==> src/rtl/cmp_pkg.sv <==
// Shared types for the serial word comparator: FSM states and one-hot {e,g,l} verdict codes.
package cmp_pkg;

    typedef enum logic {
        COLLECT = 1'b0,
        DONE    = 1'b1
    } cmp_state_t;

    typedef logic [2:0] cmp_res_t;

    localparam cmp_res_t CMP_EQ   = 3'b100;
    localparam cmp_res_t CMP_GT   = 3'b010;
    localparam cmp_res_t CMP_LT   = 3'b001;
    localparam cmp_res_t CMP_NONE = 3'b000;

    function automatic logic cmp_is_onehot(input logic [2:0] code);
        return (code == CMP_EQ) || (code == CMP_GT) || (code == CMP_LT);
    endfunction

endpackage

==> src/rtl/cmp_digit_decode.sv <==
// Maps one digit's {e,g,l} from the 2-bit comparator to a clean verdict (g > l > e priority).
// The illegal-code flag exists only when CMP_ONEHOT_CHECK_EN is defined.
module cmp_digit_decode
    import cmp_pkg::*;
(
    input  logic     i_e,
    input  logic     i_g,
    input  logic     i_l,
`ifdef CMP_ONEHOT_CHECK_EN
    output logic     o_illegal,
`endif
    output cmp_res_t o_res
);

    always_comb begin
        o_res = CMP_EQ;
        casez ({i_e, i_g, i_l})
            3'b?1?:  o_res = CMP_GT;
            3'b?01:  o_res = CMP_LT;
            default: o_res = CMP_EQ;
        endcase
    end

`ifdef CMP_ONEHOT_CHECK_EN
    assign o_illegal = !cmp_is_onehot({i_e, i_g, i_l});
`endif

endmodule

==> src/rtl/cmp_serial_acc.sv <==
// Folds a MSB-first stream of per-digit comparator verdicts into one word verdict on a valid/ready port.
// Optional per-word one-hot checking of the digit codes is enabled by CMP_ONEHOT_CHECK_EN.
module cmp_serial_acc
    import cmp_pkg::*;
#(
    parameter int DIGITS = 4
) (
    input  logic clk,
    input  logic rst_n,
    input  logic in_valid,
    output logic in_ready,
    input  logic e_in,
    input  logic g_in,
    input  logic l_in,
    output logic out_valid,
    input  logic out_ready,
    output logic e,
    output logic g,
    output logic l,
    output logic err
);

    localparam int             CW   = (DIGITS > 1) ? $clog2(DIGITS) : 1;
    localparam logic [CW-1:0]  LAST = CW'(DIGITS - 1);

    cmp_state_t    r_state;
    logic [CW-1:0] r_cnt;
    logic          r_decided;
    cmp_res_t      r_res;

    logic          w_accept;
    logic          w_first;
    cmp_res_t      w_dig_res;
    cmp_res_t      w_res_nxt;
    logic          w_decided_nxt;

`ifdef CMP_ONEHOT_CHECK_EN
    logic          w_illegal;
    logic          r_err;
`endif

    cmp_digit_decode u_decode (
        .i_e       (e_in),
        .i_g       (g_in),
        .i_l       (l_in),
`ifdef CMP_ONEHOT_CHECK_EN
        .o_illegal (w_illegal),
`endif
        .o_res     (w_dig_res)
    );

    assign in_ready  = (r_state == COLLECT);
    assign out_valid = (r_state == DONE);
    assign w_accept  = in_valid & in_ready;
    assign w_first   = (r_cnt == '0);

    // The first beat of a word starts from a clean EQ/undecided state, so no
    // residue of the previous word can leak into the new verdict.
    always_comb begin
        w_decided_nxt = w_first ? 1'b0 : r_decided;
        w_res_nxt     = w_first ? CMP_EQ : r_res;
        if (!w_decided_nxt && (w_dig_res != CMP_EQ)) begin
            w_res_nxt     = w_dig_res;
            w_decided_nxt = 1'b1;
        end
    end

    always_ff @(posedge clk) begin
        if (!rst_n) begin
            r_state   <= COLLECT;
            r_cnt     <= '0;
            r_decided <= 1'b0;
            r_res     <= CMP_NONE;
        end else begin
            case (r_state)
                COLLECT: begin
                    if (w_accept) begin
                        r_res     <= w_res_nxt;
                        r_decided <= w_decided_nxt;
                        if (r_cnt == LAST) begin
                            r_cnt   <= '0;
                            r_state <= DONE;
                        end else begin
                            r_cnt <= r_cnt + 1'b1;
                        end
                    end
                end
                DONE: begin
                    if (out_ready) begin
                        r_state <= COLLECT;
                    end
                end
            endcase
        end
    end

    assign e = r_res[2];
    assign g = r_res[1];
    assign l = r_res[0];

`ifdef CMP_ONEHOT_CHECK_EN
    always_ff @(posedge clk) begin
        if (!rst_n) begin
            r_err <= 1'b0;
        end else if (w_accept) begin
            r_err <= (w_first ? 1'b0 : r_err) | w_illegal;
        end
    end

    assign err = r_err;
`else
    assign err = 1'b0;
`endif

endmodule

==> config.mk <==
export PLATFORM = sky130hd
export DESIGN_NAME = cmp_serial_acc
export DESIGN_NICKNAME = d
export VERILOG_FILES = /design/src/rtl/cmp_pkg.sv /design/src/rtl/cmp_digit_decode.sv /design/src/rtl/cmp_serial_acc.sv
export SDC_FILE = /design/constraint.sdc
export NUM_CORES = 1
export LEC_CHECK = 0
export ABC_AREA = 1
export ABC_CLOCK_PERIOD_IN_PS = 3300
export CORE_MARGIN = 4
export CORE_UTILIZATION = 26
export CTS_CLUSTER_DIAMETER = 40
export DETAILED_ROUTE_END_ITERATION = 10
export GPL_TIMING_DRIVEN = 0
export PLACE_DENSITY = 0.49
export SYNTH_ARGS = -nofsm -noshare
export SYNTH_HDL_FRONTEND = slang
export SYNTH_SLANG_ARGS = --single-unit
==> constraint.sdc <==
create_clock -name clk -period 3.3 [get_ports clk]
set_clock_uncertainty 0.05 [all_clocks]
set_input_delay 0.99 -clock clk [delete_from_list [all_inputs] [get_ports clk]]
set_output_delay 0.99 -clock clk [all_outputs]
set_load 0.03 [all_outputs]
After elaboration in Yosys (flattened, before gate mapping)
Cells that the tools add are included.
- bits in registers: 7
- input bits: 7
- output and inout bits: 6
- logic and storage cells: 26
- $add $sub $neg: 1
- equal/unequal tests: 3
- mux-type cells: 10
- bitwise logic cells: 2
- reduce and logical (&&, ||, !) cells: 6
- operators with widths (operator ; count):
    2-to-1 mux 3 bit ; 2
    case mux 3 bit (2 select lines) ; 1
    2-to-1 mux 1 bit ; 5
    inequality test 3 bit (second input constant) ; 1
    AND reduction 3 bit ; 1
    adder 2 x 1 -> 2 bit (second input constant) ; 1
    == test 2 x 1 -> 1 bit (second input constant) ; 1
    == test 2 bit (second input constant) ; 1
    zero test 2 bit ; 1
    2-to-1 mux 2 bit ; 1
    case mux 1 bit (2 select lines) ; 1
    AND reduction 2 bit ; 1
    nonzero test 2 bit ; 1
    bitwise AND 1 bit ; 1
    logical AND 1 bit ; 1
    zero test 1 bit ; 1
    NOT 1 bit ; 1

Longest topological paths before layout
Gate-level depths: netlist of the first run.
- depth after elaboration: 6
- depth in mapped cells: 9
- gate-level depth less buffers: 9

By module
Synthesis of the first run repeated with hierarchy kept, for this count alone.
- cell total of the unflattened synthesis: 55
- area, all modules: 402.9 um2
- by module, submodules not included (module ; instances ; cells each ; area each (um2) ; sequential area each (um2)):
    cmp_serial_acc ; 1 ; 51 ; 387.9 ; 140.1
    cmp_digit_decode ; 1 ; 4 ; 15.0 ; 0.0

Worst setup path before layout of the first run
No wires, ideal clock.
- path type: flip-flop to output port
- start: reg r_state (netlist: out_valid)
- end: out in_ready
- arrival time: 734 ps
- data required time: 2260 ps
- setup slack: 1526 ps
- stages on the path, launching flop included: 2
- buffers on the path: 0
- cells stage by stage: dfxtp_1 inv_2
- word-level cells in the longest chain between the ends: 1
- ends and longest elaborated chain (what ; RTL line ; RTL):
    start: declaration ; cmp_serial_acc.sv:26 ; cmp_state_t r_state;
    start signal: assignment ; cmp_serial_acc.sv:70 ; r_state <= COLLECT;
    start signal: assignment ; cmp_serial_acc.sv:82 ; r_state <= DONE;
    start signal: assignment ; cmp_serial_acc.sv:90 ; r_state <= COLLECT;
    NOT 1 bit (no source line) ; n/a ;
    end: declaration ; cmp_serial_acc.sv:11 ; output logic in_ready,
Every way passes these cells.

Final worst setup path of the first run
- start: reg r_state (netlist: out_valid)
- end: out out_valid
- RTL lines (what ; RTL line ; RTL):
    end: declaration ; cmp_serial_acc.sv:15 ; output logic out_valid,
No word-level cell between the ends.

==> results.md, run 1 <==
- IO Port Bufs: 10
- Fin crit period: about 2.4 ns
- Filler instances: ~150
- TritonCTS clock tree: built
- CTS resizes: 0
- Die X-Extent: around 47 um
- Avg WL per Cell: approximately 8 um
- Seq/Total Area, Yosys: 0.364
- Die Ht: between 40 and 50 um
- Startpoint types: register
- # Post-CTS Setup Buffers: 0
- RSZ-0062 raised after global routing: false
- Worst path slowest cell: clkdlybuf4s50_1
- CP max FO: 3
- Setup TNS: 0 ns
- Hold Vio Cnt, Final: 0
- ANT nets after route: 0
- Critical path, cell by cell: clkdlybuf4s50_1
- Mapped Nets: 65
- IO Pins: 13
- CP Buf/Inv Count: 1
- Pwr per Cell Area: ~440 nW/um2
- TritonRoute pass-1 iters: 3
- Nets: 80
- Core Region: approximately 1400 um2
- Worst EP arrival: ~1.3 ns
- Drt initial violations: 2
- Htree depth: 1
- Worst slack, placed: about 1.1 ns
- Cells after Synth: 56
- First-pass GRT wire length: ~1100 um
- CTS Root Cell: clkbuf_4
- CTS Sinks: 7
- Diode count: 0
- Grt total ovfl: 0
- Post-Syn Area: 385 um2
- Initial Utilization: 0.285
- Initial antenna violation count: 0
- Worst-path clk slew: ~0.05 ns
- Tot GR Track Use: 0.0736
- Slew Limit Fails: 0
- Number of synthesized register bits: 7
- Commonest non-fill, non-tap cell in the layout: inv_1
- Post-Route WL: around 680 um
- CTS max path bufs: 2
- CP endpoint kind: output port
- Post-Syn Area per Cell: between 6 and 7 um2
- Distinct cell type count after synthesis: 17
- # setup viols final: 0
- CP top delay family: buffers and inverters
- Worst-Skew Late Latency: approximately 0.25 ns
- VDD IR-drop max: just under 0.0002 V
- Status: complete, no violations
- Tcrit/Tclk final: 0.722
- F_max: about 420 MHz
- DRC errors left: 0
- Hold WS: 0.396 ns
- Crit Path Class: reg2out
- Max cap viols: 0
- Commonest cells after routing, fill and taps aside: inv_1, nand2_1, clkdlybuf4s50_1, nor2_1, dfxtp_1
- Worst path required time: 2.26 ns
- CTS Hold Bufs: 0
- Slowest cell delay on critical path: about 0.70 ns
- Global placement routability congestion: around 0.72
- Vias per inst: just under 4
- Worst setup margin: ~0.92 ns
- Vias: 330
- Largest net degree at the start of global routing: 6
- Hpwl dp: 571 um
- Leakage: between 0.2 and 0.3 nW
- Total Power: approximately 230 uW
- Layout cell share with drive strength beyond 1: 0.157
- Vias in the first global route: 299
- Area delta synth->final: 37.7%
- Area of the multi-input gates: ~190 um2
- Syn. warnings: 0
- Die area: roughly 2200 um2
- Cts bufs inserted: 3
- FF/Latch Area: around 140 um2
- Worst Hold Class: reg2reg
- FP Rows: 13
-- power breakdown --
part           internal (mW)  leakage (nW)  total, mW  switching, mW
clock                 0.0461        0.0150     0.0773         0.0312
combinational         0.0251         0.180     0.0582         0.0330
sequential            0.0919        0.0579     0.0957        0.00377
-- flip-flops by register name (all words and copies together) (netlist names) --
register   flops
out_valid      1
r_res          3
r_decided      1
r_cnt          2
-- path summary, 6_finish.rpt --
kind,start,end,slack (ns),depth (start not counted)
worst max-delay path,out_valid$_SDFF_PN0_,out_valid,0.92,1
worst min-delay path,r_res[2]$_SDFFE_PN0P_,r_res[2]$_SDFFE_PN0P_,0.40,2
worst max register to register,r_cnt[0]$_SDFFE_PN0P_,r_res[1]$_SDFFE_PN0P_,2.01,9
worst min register to register,r_res[2]$_SDFFE_PN0P_,r_res[2]$_SDFFE_PN0P_,0.40,2
-- cell families after synthesis --
| logic type | share of synthesized area |
|---|---|
| and+or+nand+nor | 0.292 |
| buffers and inverters | 0.156 |
| AOI/OAI and AO/OA | 0.114 |
| DFF | 0.364 |
| adders and majority gates | 0.0649 |
| other | 0.00973 |
-- layout make-up --
type                            instances  share of cell area
Sequential cell                         7               0.264
Inverter                               14              0.0991
Timing Repair Buffer                   10               0.189
Multi-Input combinational cell         34               0.349
Clock buffer                            4              0.0495
Buffer                                  1              0.0142
Tap cell                               15              0.0354
-- synthesized netlist by cell type --
cell	count	area share
nor3_1	1	0.013
nand3_1	2	0.026
a21oi_1	4	0.052
dfxtp_1	7	0.36
o22ai_1	1	0.016
inv_1	12	0.12
a211oi_2	1	0.032
nand2_2	2	0.032
o21ai_1	1	0.013
ha_1	2	0.065
conb_1	1	0.0097
nand2_1	10	0.097
nand3_2	1	0.026
inv_2	2	0.019
buf_4	1	0.019
nor2_1	7	0.068
nor2_4	1	0.029
-- through the flow --
stage                     area (um2)  utilization  std cells
final                            531        0.393         85
after global routing             531        0.393         85
after CTS                        531        0.393         85
after detailed placement         504        0.373         81
after global placement           504        0.373         81
after floorplan                  385            -         56
-- routing by layer --
layer | GRT usage | wire (um) | up-vias
li1 | - | - | 194
met2 | 0.113 | 292 | 7
met1 | 0.0903 | 341 | 129
met3 | 0.0273 | 41 | 0
met5 | 0 | 0 | -
met4 | 0.0341 | 0 | 0
Power figures use the tool's default switching activity.
==> inputs of run 2 (changes only) <==
--- a/config.mk
+++ b/config.mk
@@ -6,7 +6,7 @@
 export NUM_CORES = 1
 export LEC_CHECK = 0
 export ABC_AREA = 1
-export ABC_CLOCK_PERIOD_IN_PS = 3300
+export ABC_CLOCK_PERIOD_IN_PS = 2220
 export CORE_MARGIN = 4
 export CORE_UTILIZATION = 26
 export CTS_CLUSTER_DIAMETER = 40
==> constraint.sdc (replaced) <==
create_clock -name clk -period 2.22 [get_ports clk]
set_clock_uncertainty 0.05 [all_clocks]
set_input_delay 0.666 -clock clk [delete_from_list [all_inputs] [get_ports clk]]
set_output_delay 0.666 -clock clk [all_outputs]
set_load 0.03 [all_outputs]
==> results of run 2 <==
Same layout as run 1 (identical final DEF). Status: complete, no violations.
Among the figures that moved: setup slack after placement 1.14 ns -> 0.388 ns; setup slack after layout 0.918 ns -> 0.162 ns; register-to-register setup slack 2.01 ns -> 0.93 ns; total power 0.231 mW -> 0.344 mW; worst IR drop on VDD 0.000196 V -> 0.000292 V
==> inputs of run 3 (changes only) <==
--- a/config.mk
+++ b/config.mk
@@ -7,12 +7,15 @@
 export LEC_CHECK = 0
 export ABC_AREA = 1
 export ABC_CLOCK_PERIOD_IN_PS = 2220
+export CELL_PAD_IN_SITES_DETAIL_PLACEMENT = 1
+export CELL_PAD_IN_SITES_GLOBAL_PLACEMENT = 1
 export CORE_MARGIN = 4
 export CORE_UTILIZATION = 26
 export CTS_CLUSTER_DIAMETER = 40
 export DETAILED_ROUTE_END_ITERATION = 10
 export GPL_TIMING_DRIVEN = 0
-export PLACE_DENSITY = 0.49
+export PLACE_DENSITY = 0.66
+export SETUP_SLACK_MARGIN = 0.4
 export SYNTH_ARGS = -nofsm -noshare
 export SYNTH_HDL_FRONTEND = slang
 export SYNTH_SLANG_ARGS = --single-unit
==> results.md, run 3 (synthesized netlist as in run 1, its figures left out) <==
- Cell Area, Placed: 504 um2 (unchanged)
- Reg2reg start: r_cnt[0]$_SDFFE_PN0P_ (unchanged)
- Vias in the first global route: 334 (was 299)
- CP endpoint kind: output port (unchanged)
- Cts bufs inserted: 3 (unchanged)
- Htree depth: 1 (unchanged)
- Worst EP arrival: 1.07 ns (was 1.34 ns)
- Die Ht: 46.5 um (unchanged)
- Worst-path clk slew: 0.06 ns (was 0.05 ns)
- Layout cell share with drive strength beyond 1: 0.157 (unchanged)
- RSZ-0062 raised after global routing: true (was false)
- # setup viols final: 0 (unchanged)
- Crit. Startpoint: out_valid$_SDFF_PN0_ (unchanged)
- Global placement routability congestion: 0.722 (was 0.716)
- Final core utilization: 0.390 (was 0.393)
- Status: complete, no violations (unchanged)
- Fin crit period: 1.78 ns (was 2.06 ns)
- Max cap viols: 0 (unchanged)
- VDD IR-drop max: 0.000247 V (was 0.000292 V)
- Tot GR Track Use: 0.0942 (was 0.0736)
- Worst slack, placed: 0.389 ns (was 0.388 ns)
- First-pass GRT wire length: 1360 um (was 1120 um)
- CP top delay family: buffers and inverters (unchanged)
- IO Port Bufs: 10 (unchanged)
- F_max: 561 MHz (was 486 MHz)
- Hold Vio Cnt, Final: 0 (unchanged)
- Tcrit/Tclk final: 0.802 (was 0.927)
- Commonest non-fill, non-tap cell in the layout: inv_1 (unchanged)
- Worst path required time: 1.50 ns (about the same)
- Diode count: 0 (unchanged)
- CP max FO: 3 (unchanged)
- Drt initial violations: 10 (was 2)
- Initial Utilization: 0.285 (unchanged)
- Worst Hold Class: reg2reg (unchanged)
- Leading registers by flop count: r_res x3, r_cnt x2 (unchanged)
- Cell count after placement: 81 (unchanged)
- Post-Route WL: 811 um (was 675 um)
- Worst setup margin: 0.439 ns (was 0.162 ns)
- Die area: 2160 um2 (unchanged)
- Total Power: 346 uW (was 344 uW)
- Worst path slowest cell: dfxtp_1 (was clkdlybuf4s50_1)
- Filler instances: 180 (was 154)
- CP Buf/Inv Count: 2 (was 1)
- FP Rows: 13 (unchanged)
- Startpoint types: register (unchanged)
- Crit Path Class: reg2out (unchanged)
- Fin area: 527 um2 (was 531 um2)
- CTS Hold Bufs: 0 (unchanged)
- Vias: 348 (was 330)
- CTS Sinks: 7 (unchanged)
- Setup TNS: 0 ns (unchanged)
- Pwr per Cell Area: 657 nW/um2 (was 648 nW/um2)
- Slew Limit Fails: 0 (unchanged)
- Largest net degree at the start of global routing: 6 (unchanged)
- Area delta synth->final: 36.7% (was 37.7%)
- DRC errors left: 0 (unchanged)
- TritonRoute pass-1 iters: 3 (unchanged)
- ANT nets after route: 0 (unchanged)
- Avg WL per Cell: 9.54 um (was 7.94 um)
- Largest Register: r_res (unchanged)
- Hold_sp: r_res[2]$_SDFFE_PN0P_ (unchanged)
- Critical path, cell by cell: inv_2 -> clkdlybuf4s15_1 (was clkdlybuf4s50_1)
- Worst-Skew Late Latency: 0.26 ns (was 0.25 ns)
- Initial antenna violation count: 0 (unchanged)
- # Post-CTS Setup Buffers: 0 (unchanged)
- Hold WS: 0.391 ns (was 0.396 ns)
- Commonest cells after routing, fill and taps aside: inv_1, nand2_1, nor2_1, dfxtp_1, clkdlybuf4s50_1 (was inv_1, nand2_1, clkdlybuf4s50_1, nor2_1, dfxtp_1)
- Grt total ovfl: 0 (unchanged)
- Post-Layout Cell Count: 85 (unchanged)
- Slowest cell delay on critical path: 0.40 ns (was 0.70 ns)
- Core Region: 1350 um2 (unchanged)
- Leakage: 0.265 nW (was 0.253 nW)
- Vias per inst: 4.09 (was 3.88)
- Hpwl dp: 682 um (was 571 um)
- IO Pins: 13 (unchanged)
- TritonCTS clock tree: built (unchanged)
- Max FFs per register: 3 (unchanged)
- CTS Root Cell: clkbuf_4 (unchanged)
- CTS max path bufs: 2 (unchanged)
- Die X-Extent: 46.5 um (unchanged)
- Nets: 80 (unchanged)
-- run 3: cell count changes in the layout (fill, tap and decap cells not counted), sizes merged --
cell	before	now
clkdlybuf4s50	10	5
dlygate4sd2	0	3
clkdlybuf4s15	0	2
-- run 3: metal layers --
layer	GRT usage	vias up	share of wire
li1	-	193	-
met2	0.132	7	0.45
met5	0	-	0
met3	0.0391	2	0.058
met1	0.106	146	0.47
met4	0.0852	0	0.022
-- run 3: worst register-to-register path: stages (launching register included) --
cell and delay (ns):
dfxtp_1 0.31, inv_1 0.10, ha_1 0.22, inv_1 0.07
nand2_1 0.09, nand2_1 0.06, nand2_1 0.05, nand2_1 0.06
nor2_1 0.10, nor2_1 0.06
-- run 3: worst paths after layout --
path / end / slack (ns) / depth (start not counted)
worst min register to register: r_res[2]$_SDFFE_PN0P_ / 0.39 / 2
worst max register to register: r_res[1]$_SDFFE_PN0P_ / 0.94 / 9
worst max-delay path: in_ready / 0.44 / 2
worst min-delay path: r_res[2]$_SDFFE_PN0P_ / 0.39 / 2
-- run 3: final cells by class --
type | instances | area (um2) | area share
Multi-Input combinational cell | 34 | 185 | 0.352
Sequential cell | 7 | 140 | 0.266
Timing Repair Buffer | 10 | 96.3 | 0.183
Inverter | 14 | 52.6 | 0.0998
Clock buffer | 4 | 26.3 | 0.0499
Tap cell | 15 | 18.8 | 0.0356
Buffer | 1 | 7.51 | 0.0143
-- run 3: power by group --
part	switching, mW	internal [mW]	total [mW]
registers	0.00526	0.137	0.142
logic	0.0504	0.0333	0.0837
clock network	0.0517	0.0689	0.121
total	0.107	0.239	0.346
-- run 3: timing repair --
action / in CTS / in global routing
gates cloned: 0 / 0
gates resized for setup: 5 / 2
setup endpoints to repair: 5 / 2
